[config.mk]
export PLATFORM = sky130hd
export DESIGN_NAME = player_motion_flat
export DESIGN_NICKNAME = d
export VERILOG_FILES = /design/src/rtl/player_motion_pkg.sv /design/src/rtl/player_motion_if.sv /design/src/rtl/player_vert_integrator.sv /design/src/rtl/player_motion.sv /design/src/flat_wrapper.sv
export SDC_FILE = /design/constraint.sdc
export NUM_CORES = 1
export LEC_CHECK = 0
export CORE_ASPECT_RATIO = 0.7
export CORE_MARGIN = 4
export CORE_UTILIZATION = 59
export CTS_BUF_LIST = sky130_fd_sc_hd__clkbuf_2 sky130_fd_sc_hd__clkbuf_4 sky130_fd_sc_hd__clkbuf_8
export CTS_CLUSTER_DIAMETER = 50
export DETAILED_ROUTE_END_ITERATION = 6
export PLACE_DENSITY = 0.88
export SYNTH_ARGS = -nofsm -noshare
export SYNTH_HDL_FRONTEND = slang
export SYNTH_SLANG_ARGS = --single-unit
[constraint.sdc]
create_clock -name clk -period 3.1 [get_ports clk]
set_input_delay 0.62 -clock clk [delete_from_list [all_inputs] [get_ports clk]]
set_output_delay 0.62 -clock clk [all_outputs]
set_load 0.03 [all_outputs]
[src/rtl/player_motion_pkg.sv]
// Shared constants and state encoding for the player kinematics stage,
// also consumed by the controllers and the ball logic.
package player_motion_pkg;

  typedef enum logic [1:0] {
    ST_GROUND = 2'd0,
    ST_AIR    = 2'd1,
    ST_SMASH  = 2'd2
  } motion_state_e;

  localparam int unsigned POS_W          = 10;
  localparam int unsigned DEF_GROUND_Y   = 320;
  localparam int unsigned NET_X          = 320;
  localparam int unsigned LEFT_X_MIN     = 10;
  localparam int unsigned LEFT_X_MAX     = 290;
  localparam int unsigned RIGHT_X_MIN    = 350;
  localparam int unsigned RIGHT_X_MAX    = 630;

  // Encoding 3 is unused and treated as standing on the ground.
  function automatic logic is_airborne(input logic [1:0] st);
    return (st == ST_AIR) || (st == ST_SMASH);
  endfunction

endpackage

[src/rtl/player_motion_if.sv]
// Controller command bits in, kinematic state out; master = controller side.
interface player_motion_if;
  import player_motion_pkg::*;

  logic             frame_tick;
  logic             move_left;
  logic             move_right;
  logic             jump;
  logic             smash;
  logic [POS_W-1:0] pos_x;
  logic [POS_W-1:0] pos_y;
  logic             airborne;
  logic             smash_active;
  logic [1:0]       state;

  modport master (
    output frame_tick, move_left, move_right, jump, smash,
    input  pos_x, pos_y, airborne, smash_active, state
  );

  modport slave (
    input  frame_tick, move_left, move_right, jump, smash,
    output pos_x, pos_y, airborne, smash_active, state
  );
endinterface

[src/rtl/player_vert_integrator.sv]
// Vertical position/velocity integration with landing detect.
// Velocity is signed, positive meaning upward (screen y decreasing).
module player_vert_integrator #(
  parameter int GROUND_Y = 320,
  parameter int JUMP_V0  = 12,
  parameter int GRAVITY  = 1
) (
  input  logic       clk,
  input  logic       rst,
  input  logic       tick,
  input  logic       active,
  input  logic       launch,
  output logic [9:0] pos_y,
  output logic       land
);

  localparam logic signed [10:0] GROUND_S = 11'(GROUND_Y);
  localparam logic signed [7:0]  V0       = 8'(JUMP_V0);
  localparam logic signed [7:0]  G        = 8'(GRAVITY);

  logic [9:0]         pos_y_q, pos_y_d;
  logic signed [7:0]  vel_y_q, vel_y_d;
  logic signed [10:0] next_y;

  assign next_y = $signed({1'b0, pos_y_q}) - $signed({{3{vel_y_q[7]}}, vel_y_q});
  assign land   = active && (next_y >= GROUND_S);
  assign pos_y  = pos_y_q;

  // NOTE: every always_comb output gets a default first so no path leaves it unassigned (no latch).
  always_comb begin
    pos_y_d = pos_y_q;
    vel_y_d = vel_y_q;
    if (tick) begin
      if (launch) begin
        vel_y_d = V0;
      end else if (active) begin
        if (land) begin
          pos_y_d = 10'(GROUND_Y);
          vel_y_d = '0;
        end else begin
          pos_y_d = next_y[9:0];
          vel_y_d = vel_y_q - G;
        end
      end
    end
  end

  // NOTE: sequential state uses non-blocking assignments so all flops update from pre-edge values.
  always_ff @(posedge clk or posedge rst) begin
    if (rst) begin
      pos_y_q <= 10'(GROUND_Y);
      vel_y_q <= '0;
    end else begin
      pos_y_q <= pos_y_d;
      vel_y_q <= vel_y_d;
    end
  end

endmodule

[src/rtl/player_motion.sv]
// Per-player kinematics: ground/air/smash FSM, clamped horizontal motion and
// smash/cooldown counters; vertical motion lives in player_vert_integrator.
module player_motion
  import player_motion_pkg::*;
#(
  parameter int START_X        = 60,
  parameter int GROUND_Y       = 320,
  parameter int X_MIN          = 10,
  parameter int X_MAX          = 290,
  parameter int STEP_X         = 3,
  parameter int JUMP_V0        = 12,
  parameter int GRAVITY        = 1,
  parameter int SMASH_FRAMES   = 8,
  parameter int SMASH_COOLDOWN = 16
) (
  input  logic           clk,
  input  logic           rst,
  player_motion_if.slave bus
);

  localparam int SC_W = $clog2(SMASH_FRAMES + 1);
  localparam int CD_W = $clog2(SMASH_COOLDOWN + 1);

  motion_state_e   state_q, state_d;
  logic [9:0]      pos_x_q, pos_x_d;
  logic [SC_W-1:0] smash_cnt_q, smash_cnt_d;
  logic [CD_W-1:0] cooldown_q, cooldown_d;
  logic [10:0]     x_wide;
  logic            in_air;
  logic            launch;
  logic            land;
  logic [9:0]      pos_y;

  assign in_air = is_airborne(state_q);

  player_vert_integrator #(
    .GROUND_Y (GROUND_Y),
    .JUMP_V0  (JUMP_V0),
    .GRAVITY  (GRAVITY)
  ) u_vert (
    .clk    (clk),
    .rst    (rst),
    .tick   (bus.frame_tick),
    .active (in_air),
    .launch (launch),
    .pos_y  (pos_y),
    .land   (land)
  );

  always_comb begin
    state_d     = state_q;
    pos_x_d     = pos_x_q;
    smash_cnt_d = smash_cnt_q;
    cooldown_d  = cooldown_q;
    launch      = 1'b0;
    x_wide      = {1'b0, pos_x_q};

    if (bus.frame_tick) begin
      if (cooldown_q != '0) cooldown_d = cooldown_q - 1'b1;

      // 11-bit arithmetic keeps the left clamp from wrapping near zero.
      if (state_q != ST_SMASH) begin
        if (bus.move_left && !bus.move_right) begin
          pos_x_d = (x_wide < 11'(X_MIN + STEP_X)) ? 10'(X_MIN) : 10'(x_wide - 11'(STEP_X));
        end else if (bus.move_right && !bus.move_left) begin
          x_wide  = {1'b0, pos_x_q} + 11'(STEP_X);
          pos_x_d = (x_wide > 11'(X_MAX)) ? 10'(X_MAX) : x_wide[9:0];
        end
      end

      case (state_q)
        ST_AIR: begin
          if (land) begin
            state_d = ST_GROUND;
          end else if (bus.smash && (cooldown_q == '0)) begin
            state_d     = ST_SMASH;
            smash_cnt_d = SC_W'(SMASH_FRAMES);
          end
        end
        ST_SMASH: begin
          if (land) begin
            state_d     = ST_GROUND;
            smash_cnt_d = '0;
            cooldown_d  = CD_W'(SMASH_COOLDOWN);
          end else begin
            smash_cnt_d = smash_cnt_q - 1'b1;
            if (smash_cnt_q == SC_W'(1)) begin
              state_d    = ST_AIR;
              cooldown_d = CD_W'(SMASH_COOLDOWN);
            end
          end
        end
        default: begin
          // Smash is ignored on the ground, even together with jump.
          if (bus.jump) begin
            launch  = 1'b1;
            state_d = ST_AIR;
          end else begin
            state_d = ST_GROUND;
          end
        end
      endcase
    end
  end

  always_ff @(posedge clk or posedge rst) begin
    if (rst) begin
      state_q     <= ST_GROUND;
      pos_x_q     <= 10'(START_X);
      smash_cnt_q <= '0;
      cooldown_q  <= '0;
    end else begin
      state_q     <= state_d;
      pos_x_q     <= pos_x_d;
      smash_cnt_q <= smash_cnt_d;
      cooldown_q  <= cooldown_d;
    end
  end

  assign bus.pos_x        = pos_x_q;
  assign bus.pos_y        = pos_y;
  assign bus.airborne     = in_air;
  assign bus.smash_active = (state_q == ST_SMASH);
  assign bus.state        = state_q;

endmodule

[src/flat_wrapper.sv]
// flat-port wrapper written by rule: the top's interface ports become plain ports
module player_motion_flat import player_motion_pkg::*;
#(
  parameter int START_X        = 60,
  parameter int GROUND_Y       = 320,
  parameter int X_MIN          = 10,
  parameter int X_MAX          = 290,
  parameter int STEP_X         = 3,
  parameter int JUMP_V0        = 12,
  parameter int GRAVITY        = 1,
  parameter int SMASH_FRAMES   = 8,
  parameter int SMASH_COOLDOWN = 16
)
  (clk, rst, bus_frame_tick, bus_move_left, bus_move_right, bus_jump, bus_smash, bus_pos_x, bus_pos_y, bus_airborne, bus_smash_active, bus_state);
  player_motion_if bus_i ();
  input  logic clk;
  input  logic rst;
  input wire logic [$bits(bus_i.frame_tick)-1:0] bus_frame_tick;
  input wire logic [$bits(bus_i.move_left)-1:0] bus_move_left;
  input wire logic [$bits(bus_i.move_right)-1:0] bus_move_right;
  input wire logic [$bits(bus_i.jump)-1:0] bus_jump;
  input wire logic [$bits(bus_i.smash)-1:0] bus_smash;
  output wire logic [$bits(bus_i.pos_x)-1:0] bus_pos_x;
  output wire logic [$bits(bus_i.pos_y)-1:0] bus_pos_y;
  output wire logic [$bits(bus_i.airborne)-1:0] bus_airborne;
  output wire logic [$bits(bus_i.smash_active)-1:0] bus_smash_active;
  output wire logic [$bits(bus_i.state)-1:0] bus_state;
  assign bus_i.frame_tick = bus_frame_tick;
  assign bus_i.move_left = bus_move_left;
  assign bus_i.move_right = bus_move_right;
  assign bus_i.jump = bus_jump;
  assign bus_i.smash = bus_smash;
  assign bus_pos_x = bus_i.pos_x;
  assign bus_pos_y = bus_i.pos_y;
  assign bus_airborne = bus_i.airborne;
  assign bus_smash_active = bus_i.smash_active;
  assign bus_state = bus_i.state;
  player_motion #(.START_X(START_X), .GROUND_Y(GROUND_Y), .X_MIN(X_MIN), .X_MAX(X_MAX), .STEP_X(STEP_X), .JUMP_V0(JUMP_V0), .GRAVITY(GRAVITY), .SMASH_FRAMES(SMASH_FRAMES), .SMASH_COOLDOWN(SMASH_COOLDOWN)) u_core (.clk(clk), .rst(rst), .bus(bus_i));
endmodule
==> results of run 1 <==
-- cells by family (layout without fill, tap and decap cells) --
family,after synthesis,count (layout)
AO/OA/AOI/OAI,124,124
AND/OR/NAND/NOR,121,121
buffers and inverters,46,77
flip-flops,39,39
adder cells (fa/ha/maj),20,20
XOR/XNOR,6,6
multiplexers,3,3
-- worst paths after layout --
kind                                                            from                                 end  slack (ps)  depth (start not counted)
min in group asynchronous                                        rst     u_core.bus.pos_x[1]$_DFFE_PP0P_         740                          3
worst max register to register  u_core.u_vert.vel_y_q[0]$_DFFE_PP0P_     u_core.bus.state[0]$_DFFE_PP0P_         150                         11
max in group asynchronous                                        rst  u_core.u_vert.pos_y[6]$_DFFE_PP1P_        1980                          3
worst min-delay path              u_core.u_vert.pos_y[8]$_DFFE_PP1P_  u_core.u_vert.pos_y[8]$_DFFE_PP1P_         470                          2
worst max-delay path            u_core.u_vert.vel_y_q[0]$_DFFE_PP0P_     u_core.bus.state[0]$_DFFE_PP0P_         150                         11
worst min register to register    u_core.u_vert.pos_y[8]$_DFFE_PP1P_  u_core.u_vert.pos_y[8]$_DFFE_PP1P_         470                          2
-- flip-flops by register name, summed over array words and instances (netlist names) --
name,count
u_core.bus.pos_x,10
u_core.u_vert.pos_y,10
u_core.u_vert.vel_y_q,8
u_core.cooldown_q,5
u_core.smash_cnt_q,4
u_core.bus.state,2
-- repair_timing --
action                                  4_1_cts  5_1_grt
hold buffers                                  0        0
buffers inserted                              0        1
endpoints found under the setup margin        0       16
resized for setup                             0        6
-- critical path, cell delays in order (launching register included) --
cell and delay (ps):
dfrtp_1 420, ha_1 230, fa_1 410, nand2b_1 240, a21oi_4 210, o211ai_1 150
a311oi_1 300, a41oi_2 110, nor2_1 270, buf_4 240, o21ai_1 110, a32oi_1 180
-- per-layer routing --
metal / wire [um] / GRT usage / vias to the layer above
li1: - / - / 1376
met1: 3570 / 0.393 / 1345
met2: 3130 / 0.372 / 162
met3: 797 / 0.0590 / 16
met4: 136 / 0.0786 / 0
met5: 0 / 0 / -
-- stage by stage --
| step | setup WS, ps | cells | hold slack, ps |
|---|---|---|---|
| after CTS | 51.7 | 458 | 474 |
| after global routing | 14.1 | 459 | 532 |
| after floorplan | 189 | 359 | 467 |
| after detailed placement | 68.8 | 450 | 463 |
| after global placement | 260 | 450 | 456 |
| final | 154 | 459 | 470 |
-- placed cells by master (no fill, tap or decap), types with 3 or more instances in the layout --
cell,Yosys,routed
nand2_1,36,36
dfrtp_1,33,32
clkdlybuf4s50_1,0,30
inv_1,29,29
nor2_1,28,28
a21oi_1,29,28
ha_1,19,19
o21ai_1,15,15
nand3_1,13,13
o22ai_1,13,13
buf_4,0,10
nand2b_1,8,8
nor3_1,8,8
o21ai_0,8,8
a211oi_1,6,6
dfstp_2,6,6
nor2b_1,5,5
o31ai_1,5,5
clkbuf_8,0,5
xnor2_1,4,4
a21o_1,4,4
and3_1,4,4
o221ai_1,4,4
o211ai_1,3,3
mux2i_1,3,3
o21a_1,3,3
o22a_1,3,3
-- cell type report --
| class | count | share of cell area |
|---|---|---|
| Clock inverter | 1 | 0.00144 |
| Sequential cell | 39 | 0.284 |
| Timing Repair Buffer | 40 | 0.108 |
| Multi-Input combinational cell | 274 | 0.526 |
| Inverter | 29 | 0.0314 |
| Clock buffer | 7 | 0.0241 |
| Tap cell | 69 | 0.0249 |
==> impl_metrics.env, run 1 <==
export IMPL_min_path_type="reg2reg"
export IMPL_synth_nets=386
export IMPL_ys_top_cells_by_area="dfrtp_1 (28%), ha_1 (8.0%), dfstp_2 (5.3%), a21oi_1 (4.9%), nand2_1 (4.5%)"
export IMPL_cp_max_fo=11
export IMPL_grt_max_degree=40
export IMPL_seqCellArea_um2=985
export IMPL_globalRouteOverflowTotal=0
export IMPL_synth_compound_area_frac=0.284
export IMPL_outcome="finished clean"
export IMPL_finalHoldViolCount=0
export IMPL_fin_util=0.718
export IMPL_synth_common_cells="nand2_1 (36), dfrtp_1 (33), a21oi_1 (29), inv_1 (29), nor2_1 (28)"
export IMPL_maxSlewHeadroom=0.538
export IMPL_tritoncts="done"
export IMPL_synth_ff_type="dfrtp_1"
export IMPL_htreeDepth=2
export IMPL_syn_avg_cell_area_um2=8.29
export IMPL_vias=2899
export IMPL_synthAdderAreaFrac=0.0866
export IMPL_startpoint_type="flip-flop"
export IMPL_viasPerCell=6.32
export IMPL_synth_area_mux_share=0.0101
export IMPL_synth_area_um2=2980
export IMPL_core_um2=4830
export IMPL_first_global_vias=2576
export IMPL_max_cap_violations=0
export IMPL_antenna_found_initial=0
export IMPL_setup_worst_path_end_class="flip-flop"
export IMPL_synth_top_area_frac=0.277
export IMPL_drt_iter0_drc=335
export IMPL_tns_ps=0
export IMPL_rsz0062_at_grt="false"
export IMPL_cts_buffers=5
export IMPL_synth_simple_area_share=0.206
export IMPL_tightest_slew_ps=688
export IMPL_yosysMostFrequentCell="nand2_1"
export IMPL_ys_ff_latch=39
export IMPL_synth_edf_count=0
export IMPL_path_class="reg2reg"
export IMPL_ios=31
export IMPL_die_x_um=92.9
export IMPL_period_share=0.950
export IMPL_start_util=0.616
export IMPL_antenna_left=0
export IMPL_placed_area_um2=3350
export IMPL_row_count=21
export IMPL_grt_pass1_wl_um=12900
export IMPL_fillerInstances=379
export IMPL_antenna_cells=0
export IMPL_cts_sinks=39
export IMPL_worstPathArrival_ps=3150
export IMPL_cts_root_buf="clkbuf_8"
export IMPL_synth_top_area_cell="dfrtp_1"
export IMPL_port_buffers=30
export IMPL_final_area_um2=3470
export IMPL_wirelength_um=7640
export IMPL_ys_warn_count=0
export IMPL_gr_usage_all_layers=0.261
export IMPL_routabilityCongestion=0.997
export IMPL_skew_ps=6.99
export IMPL_synthArstFlopShare=1.00
export IMPL_cts_buffer_depth=2
export IMPL_dieHeight_um=67.4
export IMPL_drive_above_1_share=0.100
export IMPL_multiInputGateArea_um2=1830
export IMPL_cp_required_ps=3310
export IMPL_insertion_delay_ps=290
export IMPL_die_area_um2=6270
export IMPL_drtPass1Iterations=6
export IMPL_timing_fmax_ghz=0.339
export IMPL_report_final_slew_viol_count=0
export IMPL_ys_types=68
export IMPL_routedWlPerCell_um=16.6
export IMPL_synthCells=359
export IMPL_dpl_hpwl_um=5670
export IMPL_yosys_area_share_xor_xnor=0.0176
export IMPL_yosysSeqAreaShare=0.330
export IMPL_synth_top_family_by_area="compound AO/OA/AOI/OAI gates"
export IMPL_setup_viol=0
export IMPL_drc_errors=0
export IMPL_period_needed_ps=2950
export IMPL_nNetsFinal=416
export IMPL_syn_to_final_growth_pct=16.6
export IMPL_clk_pin_slew_ps=70
Power of run 1 is not shown: default switching activity piles up to over one toggle a cycle in this logic, so the estimate is an artifact.
==> inputs of run 2 (changes only) <==
PLACE_DENSITY = 0.91   (was 0.88)
==> impl_metrics.env, run 2 (synthesized netlist as in run 1, its figures left out) <==
export IMPL_period_share=0.960
export IMPL_cp_slowest_stage_delay_ps=540
export IMPL_finalHoldViolCount=0
export IMPL_setup_viol=0
export IMPL_htreeDepth=2
export IMPL_cp_required_ps=3300
export IMPL_ios=31
export IMPL_drtPass1Iterations=5
export IMPL_globalRouteOverflowTotal=0
export IMPL_report_final_slew_viol_count=0
export IMPL_startpoint_type="flip-flop"
export IMPL_path_class="reg2reg"
export IMPL_cp_num_buf_inv=0
export IMPL_layout_common_cells="nand2_1 (36), dfrtp_1 (33), clkdlybuf4s50_1 (30)"
export IMPL_rsz0062_at_grt="false"
export IMPL_grt_max_degree=40
export IMPL_cp_cell_sequence="ha_1 -> fa_1 -> nand2b_1 -> a21oi_4 -> mux2i_1 -> o211ai_1 -> a21boi_2 -> nor2_2 -> or4_1 -> o221ai_1"
export IMPL_die_x_um=92.9
export IMPL_tritoncts="done"
export IMPL_outcome="finished clean"
export IMPL_skew_ps=7.65
export IMPL_first_global_vias=2618
export IMPL_grt_use_met1=0.392
export IMPL_routedWlPerCell_um=16.7
export IMPL_antenna_left=0
export IMPL_fin_util=0.716
export IMPL_fillerInstances=378
export IMPL_max_cap_violations=0
export IMPL_worstPathArrival_ps=3180
export IMPL_port_buffers=30
export IMPL_setup_worst_path_end_class="flip-flop"
export IMPL_row_count=21
export IMPL_tns_ps=0
export IMPL_dpl_hpwl_um=5790
export IMPL_vias=2925
export IMPL_maxSlewHeadroom=0.569
export IMPL_core_um2=4830
export IMPL_antenna_cells=0
export IMPL_insertion_delay_ps=300
export IMPL_drive_above_1_share=0.0949
export IMPL_drt_iter0_drc=293
export IMPL_cts_sinks=39
export IMPL_busiest_layer="met1"
export IMPL_grt_use_met3=0.0668
export IMPL_nNetsFinal=416
export IMPL_cts_buffer_depth=2
export IMPL_viasPerCell=6.37
export IMPL_slowest_stage="or4_1"
export IMPL_gr_usage_all_layers=0.259
export IMPL_use_met2=0.372
export IMPL_cts_buffers=5
export IMPL_tightest_slew_ps=642
export IMPL_layout_commonest_cell="nand2_1"
export IMPL_cts_root_buf="clkbuf_8"
export IMPL_timing_fmax_ghz=0.336
export IMPL_syn_to_final_growth_pct=16.3
export IMPL_period_needed_ps=2980
export IMPL_final_cells=459
export IMPL_drc_errors=0
export IMPL_dieHeight_um=67.4
export IMPL_place_inst=451
export IMPL_grt_pass1_wl_um=12700
export IMPL_min_path_type="reg2reg"
export IMPL_routabilityCongestion=1.03
export IMPL_die_area_um2=6270
export IMPL_crit_family="simple AND/OR/NAND/NOR gates"
export IMPL_start_util=0.616
export IMPL_cp_max_fo=5
export IMPL_antenna_found_initial=0
export IMPL_wirelength_um=7680
export IMPL_holdWs_ps=475
export IMPL_clk_pin_slew_ps=70
[run 2: final cells by class]
type                            count  area [um^2]  share of cell area
Multi-Input combinational cell    274         1820               0.525
Sequential cell                    39          983               0.284
Timing Repair Buffer               40          375               0.108
Inverter                           29          109              0.0314
Tap cell                           69         86.3              0.0249
Clock buffer                        7         83.8              0.0242
Clock inverter                      1         5.00             0.00145
[run 2: metrics by stage]
stage               cell area [um^2]  setup WS, ps
CTS                             3440          27.7
floorplan                       2980           189
detailed placement              3350          99.0
global placement                3350           239
finish                          3460           125
global route                    3460          14.9
[run 2: timing repair]
item | 4_1_cts | 5_1_grt
gates resized for setup | 0 | 4
hold endpoints to repair | 0 | 0
hold buffers | 0 | 0
setup endpoints to repair | 0 | 14
buffers inserted | 0 | 0
[run 2: final timing paths]
check | slack [ps] | startpoint | cells after the start | to
min in group asynchronous | 750 | rst | 3 | u_core.bus.pos_x[1]$_DFFE_PP0P_
worst max register to register | 120 | u_core.u_vert.vel_y_q[0]$_DFFE_PP0P_ | 10 | u_core.u_vert.vel_y_q[6]$_DFFE_PP0P_
max in group asynchronous | 1970 | rst | 3 | u_core.bus.pos_x[5]$_DFFE_PP1P_
worst min-delay path | 480 | u_core.u_vert.pos_y[8]$_DFFE_PP1P_ | 2 | u_core.u_vert.pos_y[8]$_DFFE_PP1P_
worst min register to register | 480 | u_core.u_vert.pos_y[8]$_DFFE_PP1P_ | 2 | u_core.u_vert.pos_y[8]$_DFFE_PP1P_
worst max-delay path | 120 | u_core.u_vert.vel_y_q[0]$_DFFE_PP0P_ | 10 | u_core.u_vert.vel_y_q[6]$_DFFE_PP0P_
[run 2: routing by layer]
layer | vias up | share of wire
li1 | 1387 | -
met1 | 1380 | 0.46
met2 | 152 | 0.42
met3 | 6 | 0.11
met4 | 0 | 0.0056
met5 | - | 0
[run 2: tightest hold or removal path: cells and delay by family, from the launching register on]
family	cells	cell delay, ps
flip-flops	1	380
AND/OR/NAND/NOR	2	90
Power of run 2 is left out for the same reason.
